<file path="src/rtl/ca_distributor_mrank_if.sv">
// CA fan-out bundle: host CA slot handshake, drain/apply config port and per-rank outputs.
// The distributor uses the slave view; whatever drives the host side uses the master view.
interface ca_distributor_mrank_if #(
    parameter int CA_WIDTH  = 7,
    parameter int NUM_RANKS = 4,
    parameter int MAX_DLY   = 3
);
    localparam int DW = $clog2(MAX_DLY + 1);

    logic [CA_WIDTH-1:0]           ca_in;
    logic                          ca_valid_in;
    logic                          ca_ready;
    logic                          cfg_update;
    logic [NUM_RANKS-1:0]          cfg_rank_en;
    logic [NUM_RANKS*DW-1:0]       cfg_rank_dly;
    logic                          cfg_busy;
    logic                          cfg_err;
    logic [NUM_RANKS*CA_WIDTH-1:0] ca_out;
    logic [NUM_RANKS-1:0]          ca_valid_out;
    logic [NUM_RANKS-1:0]          ca_par_out;

    modport master (
        output ca_in, ca_valid_in, cfg_update, cfg_rank_en, cfg_rank_dly,
        input  ca_ready, cfg_busy, cfg_err, ca_out, ca_valid_out, ca_par_out
    );

    modport slave (
        input  ca_in, ca_valid_in, cfg_update, cfg_rank_en, cfg_rank_dly,
        output ca_ready, cfg_busy, cfg_err, ca_out, ca_valid_out, ca_par_out
    );
endinterface

</file>
<file path="src/rtl/ca_distributor_mrank.sv">
// Fans one registered CA stream out to NUM_RANKS ports, each with its own deskew tap and
// even parity; enable/delay changes wait until the pipeline has drained.
module ca_distributor_mrank #(
    parameter int CA_WIDTH  = 7,
    parameter int NUM_RANKS = 4,
    parameter int MAX_DLY   = 3
) (
    input  logic                   clk,
    input  logic                   rst_n,
    ca_distributor_mrank_if.slave  bus
);
    localparam int DW = $clog2(MAX_DLY + 1);

    typedef enum logic [1:0] {RUN, DRAIN, APPLY} state_t;

    state_t                  state_reg;
    logic                    ca_ready_reg;
    logic                    cfg_busy_reg;
    logic                    cfg_err_reg;
    logic [NUM_RANKS-1:0]    en_reg;
    logic [NUM_RANKS*DW-1:0] dly_reg;
    logic [NUM_RANKS-1:0]    shadow_en_reg;
    logic [NUM_RANKS*DW-1:0] shadow_dly_reg;
    logic [CA_WIDTH-1:0]     s0_data_reg;
    logic                    s0_valid_reg;
    logic [NUM_RANKS-1:0]    line_busy;
    logic                    shadow_ok;
    logic                    accept;

    assign accept          = bus.ca_valid_in && ca_ready_reg;
    assign bus.ca_ready    = ca_ready_reg;
    assign bus.cfg_busy    = cfg_busy_reg;
    assign bus.cfg_err     = cfg_err_reg;

    always_comb begin
        shadow_ok = |shadow_en_reg;
        for (int r = 0; r < NUM_RANKS; r++) begin
            if ({1'b0, shadow_dly_reg[r*DW +: DW]} > (DW+1)'(MAX_DLY)) begin
                shadow_ok = 1'b0;
            end
        end
    end

    always_ff @(posedge clk or negedge rst_n) begin
        if (!rst_n) begin
            state_reg      <= RUN;
            ca_ready_reg   <= 1'b1;
            cfg_busy_reg   <= 1'b0;
            cfg_err_reg    <= 1'b0;
            en_reg         <= '1;
            dly_reg        <= '0;
            shadow_en_reg  <= '0;
            shadow_dly_reg <= '0;
        end else begin
            case (state_reg)
                RUN: begin
                    if (bus.cfg_update) begin
                        shadow_en_reg  <= bus.cfg_rank_en;
                        shadow_dly_reg <= bus.cfg_rank_dly;
                        state_reg      <= DRAIN;
                        ca_ready_reg   <= 1'b0;
                        cfg_busy_reg   <= 1'b1;
                    end
                end
                DRAIN: begin
                    // Latest strobe wins until the pipeline is empty.
                    if (bus.cfg_update) begin
                        shadow_en_reg  <= bus.cfg_rank_en;
                        shadow_dly_reg <= bus.cfg_rank_dly;
                    end
                    if (!s0_valid_reg && (line_busy == '0)) begin
                        state_reg <= APPLY;
                    end
                end
                APPLY: begin
                    if (shadow_ok) begin
                        en_reg  <= shadow_en_reg;
                        dly_reg <= shadow_dly_reg;
                    end else begin
                        cfg_err_reg <= 1'b1;
                    end
                    state_reg    <= RUN;
                    ca_ready_reg <= 1'b1;
                    cfg_busy_reg <= 1'b0;
                end
                default: state_reg <= RUN;
            endcase
        end
    end

    always_ff @(posedge clk or negedge rst_n) begin
        if (!rst_n) begin
            s0_valid_reg <= 1'b0;
            s0_data_reg  <= '0;
        end else begin
            s0_valid_reg <= accept;
            if (accept) begin
                s0_data_reg <= bus.ca_in;
            end
        end
    end

    genvar gi;
    generate
        for (gi = 0; gi < NUM_RANKS; gi++) begin : g_rank
            logic [CA_WIDTH-1:0] line_data_reg [1:MAX_DLY];
            logic [MAX_DLY:1]    line_valid_reg;
            logic [DW-1:0]       tap_sel;
            logic [CA_WIDTH-1:0] tap_data;
            logic                tap_valid;
            logic                take;
            logic [CA_WIDTH-1:0] out_data_reg;
            logic                out_valid_reg;
            logic                out_par_reg;

            assign tap_sel = dly_reg[gi*DW +: DW];

            // Tap 0 is stage 0 itself; tap k is k cycles further down the line.
            always_comb begin
                tap_data  = s0_data_reg;
                tap_valid = s0_valid_reg;
                for (int k = 1; k <= MAX_DLY; k++) begin
                    if (tap_sel == DW'(k)) begin
                        tap_data  = line_data_reg[k];
                        tap_valid = line_valid_reg[k];
                    end
                end
            end

            assign take = en_reg[gi] && tap_valid;

            always_ff @(posedge clk or negedge rst_n) begin
                if (!rst_n) begin
                    line_valid_reg <= '0;
                    for (int k = 1; k <= MAX_DLY; k++) begin
                        line_data_reg[k] <= '0;
                    end
                    out_data_reg  <= '0;
                    out_valid_reg <= 1'b0;
                    out_par_reg   <= 1'b0;
                end else begin
                    line_valid_reg[1] <= s0_valid_reg && en_reg[gi];
                    if (s0_valid_reg && en_reg[gi]) begin
                        line_data_reg[1] <= s0_data_reg;
                    end
                    for (int k = 2; k <= MAX_DLY; k++) begin
                        line_valid_reg[k] <= line_valid_reg[k-1];
                        line_data_reg[k]  <= line_data_reg[k-1];
                    end
                    out_valid_reg <= take;
                    if (take) begin
                        out_data_reg <= tap_data;
                        out_par_reg  <= ^tap_data;
                    end
                end
            end

            assign line_busy[gi]                            = |line_valid_reg;
            assign bus.ca_out[gi*CA_WIDTH +: CA_WIDTH]     = out_data_reg;
            assign bus.ca_valid_out[gi]                     = out_valid_reg;
            assign bus.ca_par_out[gi]                       = out_par_reg;
        end
    endgenerate
endmodule
</file>
<file path="src/flat_wrapper.sv">
// flat-port wrapper written by rule: the top's interface ports become plain ports
module ca_distributor_mrank_flat 
#(
    parameter int CA_WIDTH  = 7,
    parameter int NUM_RANKS = 4,
    parameter int MAX_DLY   = 3
)
  (clk, rst_n, bus_ca_in, bus_ca_valid_in, bus_cfg_update, bus_cfg_rank_en, bus_cfg_rank_dly, bus_ca_ready, bus_cfg_busy, bus_cfg_err, bus_ca_out, bus_ca_valid_out, bus_ca_par_out);
  ca_distributor_mrank_if #(.CA_WIDTH(CA_WIDTH), .NUM_RANKS(NUM_RANKS), .MAX_DLY(MAX_DLY)) bus_i ();
  input  logic clk;
  input  logic rst_n;
  input wire logic [$bits(bus_i.ca_in)-1:0] bus_ca_in;
  input wire logic [$bits(bus_i.ca_valid_in)-1:0] bus_ca_valid_in;
  input wire logic [$bits(bus_i.cfg_update)-1:0] bus_cfg_update;
  input wire logic [$bits(bus_i.cfg_rank_en)-1:0] bus_cfg_rank_en;
  input wire logic [$bits(bus_i.cfg_rank_dly)-1:0] bus_cfg_rank_dly;
  output wire logic [$bits(bus_i.ca_ready)-1:0] bus_ca_ready;
  output wire logic [$bits(bus_i.cfg_busy)-1:0] bus_cfg_busy;
  output wire logic [$bits(bus_i.cfg_err)-1:0] bus_cfg_err;
  output wire logic [$bits(bus_i.ca_out)-1:0] bus_ca_out;
  output wire logic [$bits(bus_i.ca_valid_out)-1:0] bus_ca_valid_out;
  output wire logic [$bits(bus_i.ca_par_out)-1:0] bus_ca_par_out;
  assign bus_i.ca_in = bus_ca_in;
  assign bus_i.ca_valid_in = bus_ca_valid_in;
  assign bus_i.cfg_update = bus_cfg_update;
  assign bus_i.cfg_rank_en = bus_cfg_rank_en;
  assign bus_i.cfg_rank_dly = bus_cfg_rank_dly;
  assign bus_ca_ready = bus_i.ca_ready;
  assign bus_cfg_busy = bus_i.cfg_busy;
  assign bus_cfg_err = bus_i.cfg_err;
  assign bus_ca_out = bus_i.ca_out;
  assign bus_ca_valid_out = bus_i.ca_valid_out;
  assign bus_ca_par_out = bus_i.ca_par_out;
  ca_distributor_mrank #(.CA_WIDTH(CA_WIDTH), .NUM_RANKS(NUM_RANKS), .MAX_DLY(MAX_DLY)) u_core (.clk(clk), .rst_n(rst_n), .bus(bus_i));
endmodule
</file>
<file path="config.mk">
export PLATFORM = sky130hd
export DESIGN_NAME = ca_distributor_mrank_flat
export DESIGN_NICKNAME = d
export VERILOG_FILES = /design/src/rtl/ca_distributor_mrank_if.sv /design/src/rtl/ca_distributor_mrank.sv /design/src/flat_wrapper.sv
export SDC_FILE = /design/constraint.sdc
export NUM_CORES = 1
export LEC_CHECK = 0
export CORE_UTILIZATION = 55
export CTS_CLUSTER_DIAMETER = 40
export DETAILED_ROUTE_END_ITERATION = 12
export GPL_ROUTABILITY_DRIVEN = 0
export PLACE_DENSITY = 0.83
export SYNTH_ARGS = -nofsm -noshare
export SYNTH_HDL_FRONTEND = slang
export SYNTH_SLANG_ARGS = --single-unit
</file>
<file path="constraint.sdc">
create_clock -name clk -period 2.3 [get_ports clk]
set_input_delay 0.23 -clock clk [delete_from_list [all_inputs] [get_ports clk]]
set_output_delay 0.23 -clock clk [all_outputs]
set_load 0.02 [all_outputs]
</file>
==> impl_metrics.tcl <==
set metrics [dict create \
    max_stage_delay_ns 0.58 \
    path_cells "mux4_2 -> xnor2_1 -> xnor3_1 -> mux2_4" \
    dp_hpwl_mm 7.87 \
    status "complete, but fails checks" \
    core_area_um2 11600 \
    min_period_over_period_pct 93.1 \
    final_cells 595 \
    clkTransAtPathRegs_ns 0.06 \
    final_core_util_pct 68.8 \
    area_growth_syn_to_layout_pct 20.9 \
    routed_wl_mm 12.4 \
    dr.pass1.iters 8 \
    final_cell_mix "dfrtp_1, clkdlybuf4s50_1, mux2_2" \
    finalMaxSlewViolations 0 \
    pwr_density_cell_nw_per_um2 1680 \
    violations "design-rule violations" \
    p_leak_uw 0.00360 \
    synthCells 365 \
    cp.arrival_ns 2.44 \
    final_area_um2 7960 \
    die_y_um 111 \
    drc 6 \
    cp_top_family "multiplexers" \
    critPathKind "register to register" \
    rsz0062_at_grt "false" \
    grt_pass1_vias 3729 \
    finClkSkew_ns 0.00727 \
    largest_reg_flops 84 \
    layout_commonest_cell "dfrtp_1" \
    cts.htree.levels 4 \
    clockBufferDepth 2 \
    tightestPinTransition_ns 0.575 \
    initial_utilization_pct 56.9 \
    ys.warnings.count 0 \
    hold_path.class "input port to asynchronous set/reset pin" \
    pin_count 62 \
    dieArea_um2 12400 \
    avgSynthCellArea_um2 18.0 \
    grt_pass1_wl_mm 19.9 \
    cts_made_buffers 17 \
    critPathBufInv 0 \
    seq_area_frac_synth_pct 64.3 \
    nets 462 \
    first_iter_violations 180 \
    dp.cells 562 \
    synth_cell_types 26 \
    clk_latency_ns 0.42 \
    timing.fmax_mhz 467 \
    num_antenna_cells 0 \
    place_area_um2 7350 \
    clockRootBuffer "clkbuf_16" \
    port_buffers 61 \
    num_rows 39 \
    grt_max_degree 64 \
    synth-seq-cells 169 \
    cts_tree "built" \
    drive_gt1_share_pct 31.9 \
    reg2reg_setup_slack_ns 0.16 \
    routed_via_density 5.75 \
    startpoint_type "register" \
    cp.required_ns 2.60 \
    grt_usage_pct 21.8 \
    cap_violations 0 \
    crit_fanout 8 \
    setup_tns_ns 0 \
    antenna_found_initial 0 \
    num_vias 3420 \
    finalHoldViolCount 0 \
    finalHoldWorstSlack_ns 0.347 \
    wl_per_cell_um 20.8 \
    slew-limit-headroom_pct 61.7 \
    setup_violations 0 \
    vdd_drop_max_mv 0.884 \
    antenna_left 0 \
    postCtsSetupBuffers 0 \
    cts_sinks 169 \
    syn-num-nets 388 \
    synth_area_um2 6580 \
    grt-ovfl-total 0 \
    fin_crit_ns 2.14 \
    die_w_um 111 \
    crit_slowest_cell "dfrtp_1" \
    end_kind "register" \
]
==> routing by layer <==
metal  part of all wire (%)  global-route usage [%]  up-vias
met1                     46                    30.6     1843
met5                      0                       0        -
met3                    4.3                    4.52       17
li1                       -                       -     1461
met2                     48                    34.0       99
met4                    1.5                    9.01        0
==> kinds of logic (layout without fill, tap and decap cells) <==
family          after synthesis  count (layout)  synth area share [%]
mux                         122             122                  26.6
flops                       169             169                  64.3
buf+inv                      30             117                  2.72
xor+xnor                     16              16                  4.26
simple gates                 24              24                  1.75
compound gates                4               4                 0.380
==> cell type report <==
cell class                 count  area, um^2
clock buffer                  22         474
clock inverter                10         118
fill                         702        3610
inverter                      11        41.3
multi-input combinational    166        2170
sequential                   169        4240
tap                          143         179
timing repair buffer          74         737
==> power breakdown <==
part           internal, uW  switching [uW]  leakage (uW)  total (uW)
clock                  1690            1110      0.000290        2800
combinational          3300            1820       0.00123        5120
sequential             4300            1180       0.00208        5480
total                  9280            4110       0.00360       13400
==> Yosys cell counts (all sizes together) <==
cell type  count  area, um^2
o21bai         1        7.51
nand4          1        6.26
dfstp          5         131
a21o           1        7.51
xnor3          8         180
nor3b          1        7.51
nor2b          4        25.0
dfrtp        164        4100
nor3           1        5.00
mux2          90        1030
mux4          32         721
buf           18         134
nor2           4        15.0
nor4           3        18.8
a21oi          1        5.00
nand2         10        37.5
xnor2          8         100
o21ai          1        5.00
clkbuf         1        3.75
inv           11        41.3
==> timing repair <==
action | CTS | global route
endpoints found under the setup margin | 0 | 4
hold endpoints to repair | 59 | 0
hold buffers | 1 | 0
resized for setup | 0 | 4
==> path summary, 6_finish.rpt <==
check | from | end | cells after the start
worst max-delay path | u_core.s0_data_reg[0]$_DFFE_PN0P_ | u_core.g_rank[3].out_par_reg$_DFFE_PN0P_ | 4
worst min-delay path | rst_n | u_core.g_rank[3].out_data_reg[3]$_DFFE_PN0P_ | 2
worst max register to register | u_core.s0_data_reg[0]$_DFFE_PN0P_ | u_core.g_rank[3].out_par_reg$_DFFE_PN0P_ | 4
worst min register to register | u_core.g_rank[0].line_data_reg[12]$_DFF_PN0_ | u_core.g_rank[0].line_data_reg[5]$_DFF_PN0_ | 0
max in group asynchronous | rst_n | u_core.en_reg[0]$_DFFE_PN1P_ | 3
min in group clk | u_core.g_rank[0].line_data_reg[12]$_DFF_PN0_ | u_core.g_rank[0].line_data_reg[5]$_DFF_PN0_ | 0
==> through the flow <==
step                      worst slack [ns]  power, uW
after CTS                           0.0127      13500
after floorplan                      0.379       9030
after global placement               0.104      10300
after global routing                 0.116      14000
after detailed placement            0.0259      10600
final                                0.159      13400
==> worst reg2reg max path, cell delays in order, from the launching register on <==
cell     delay (ns)
dfrtp_1        0.58
mux4_2         0.57
xnor2_1        0.18
xnor3_1        0.42
mux2_4         0.27
(Power assumes the default switching activity.)
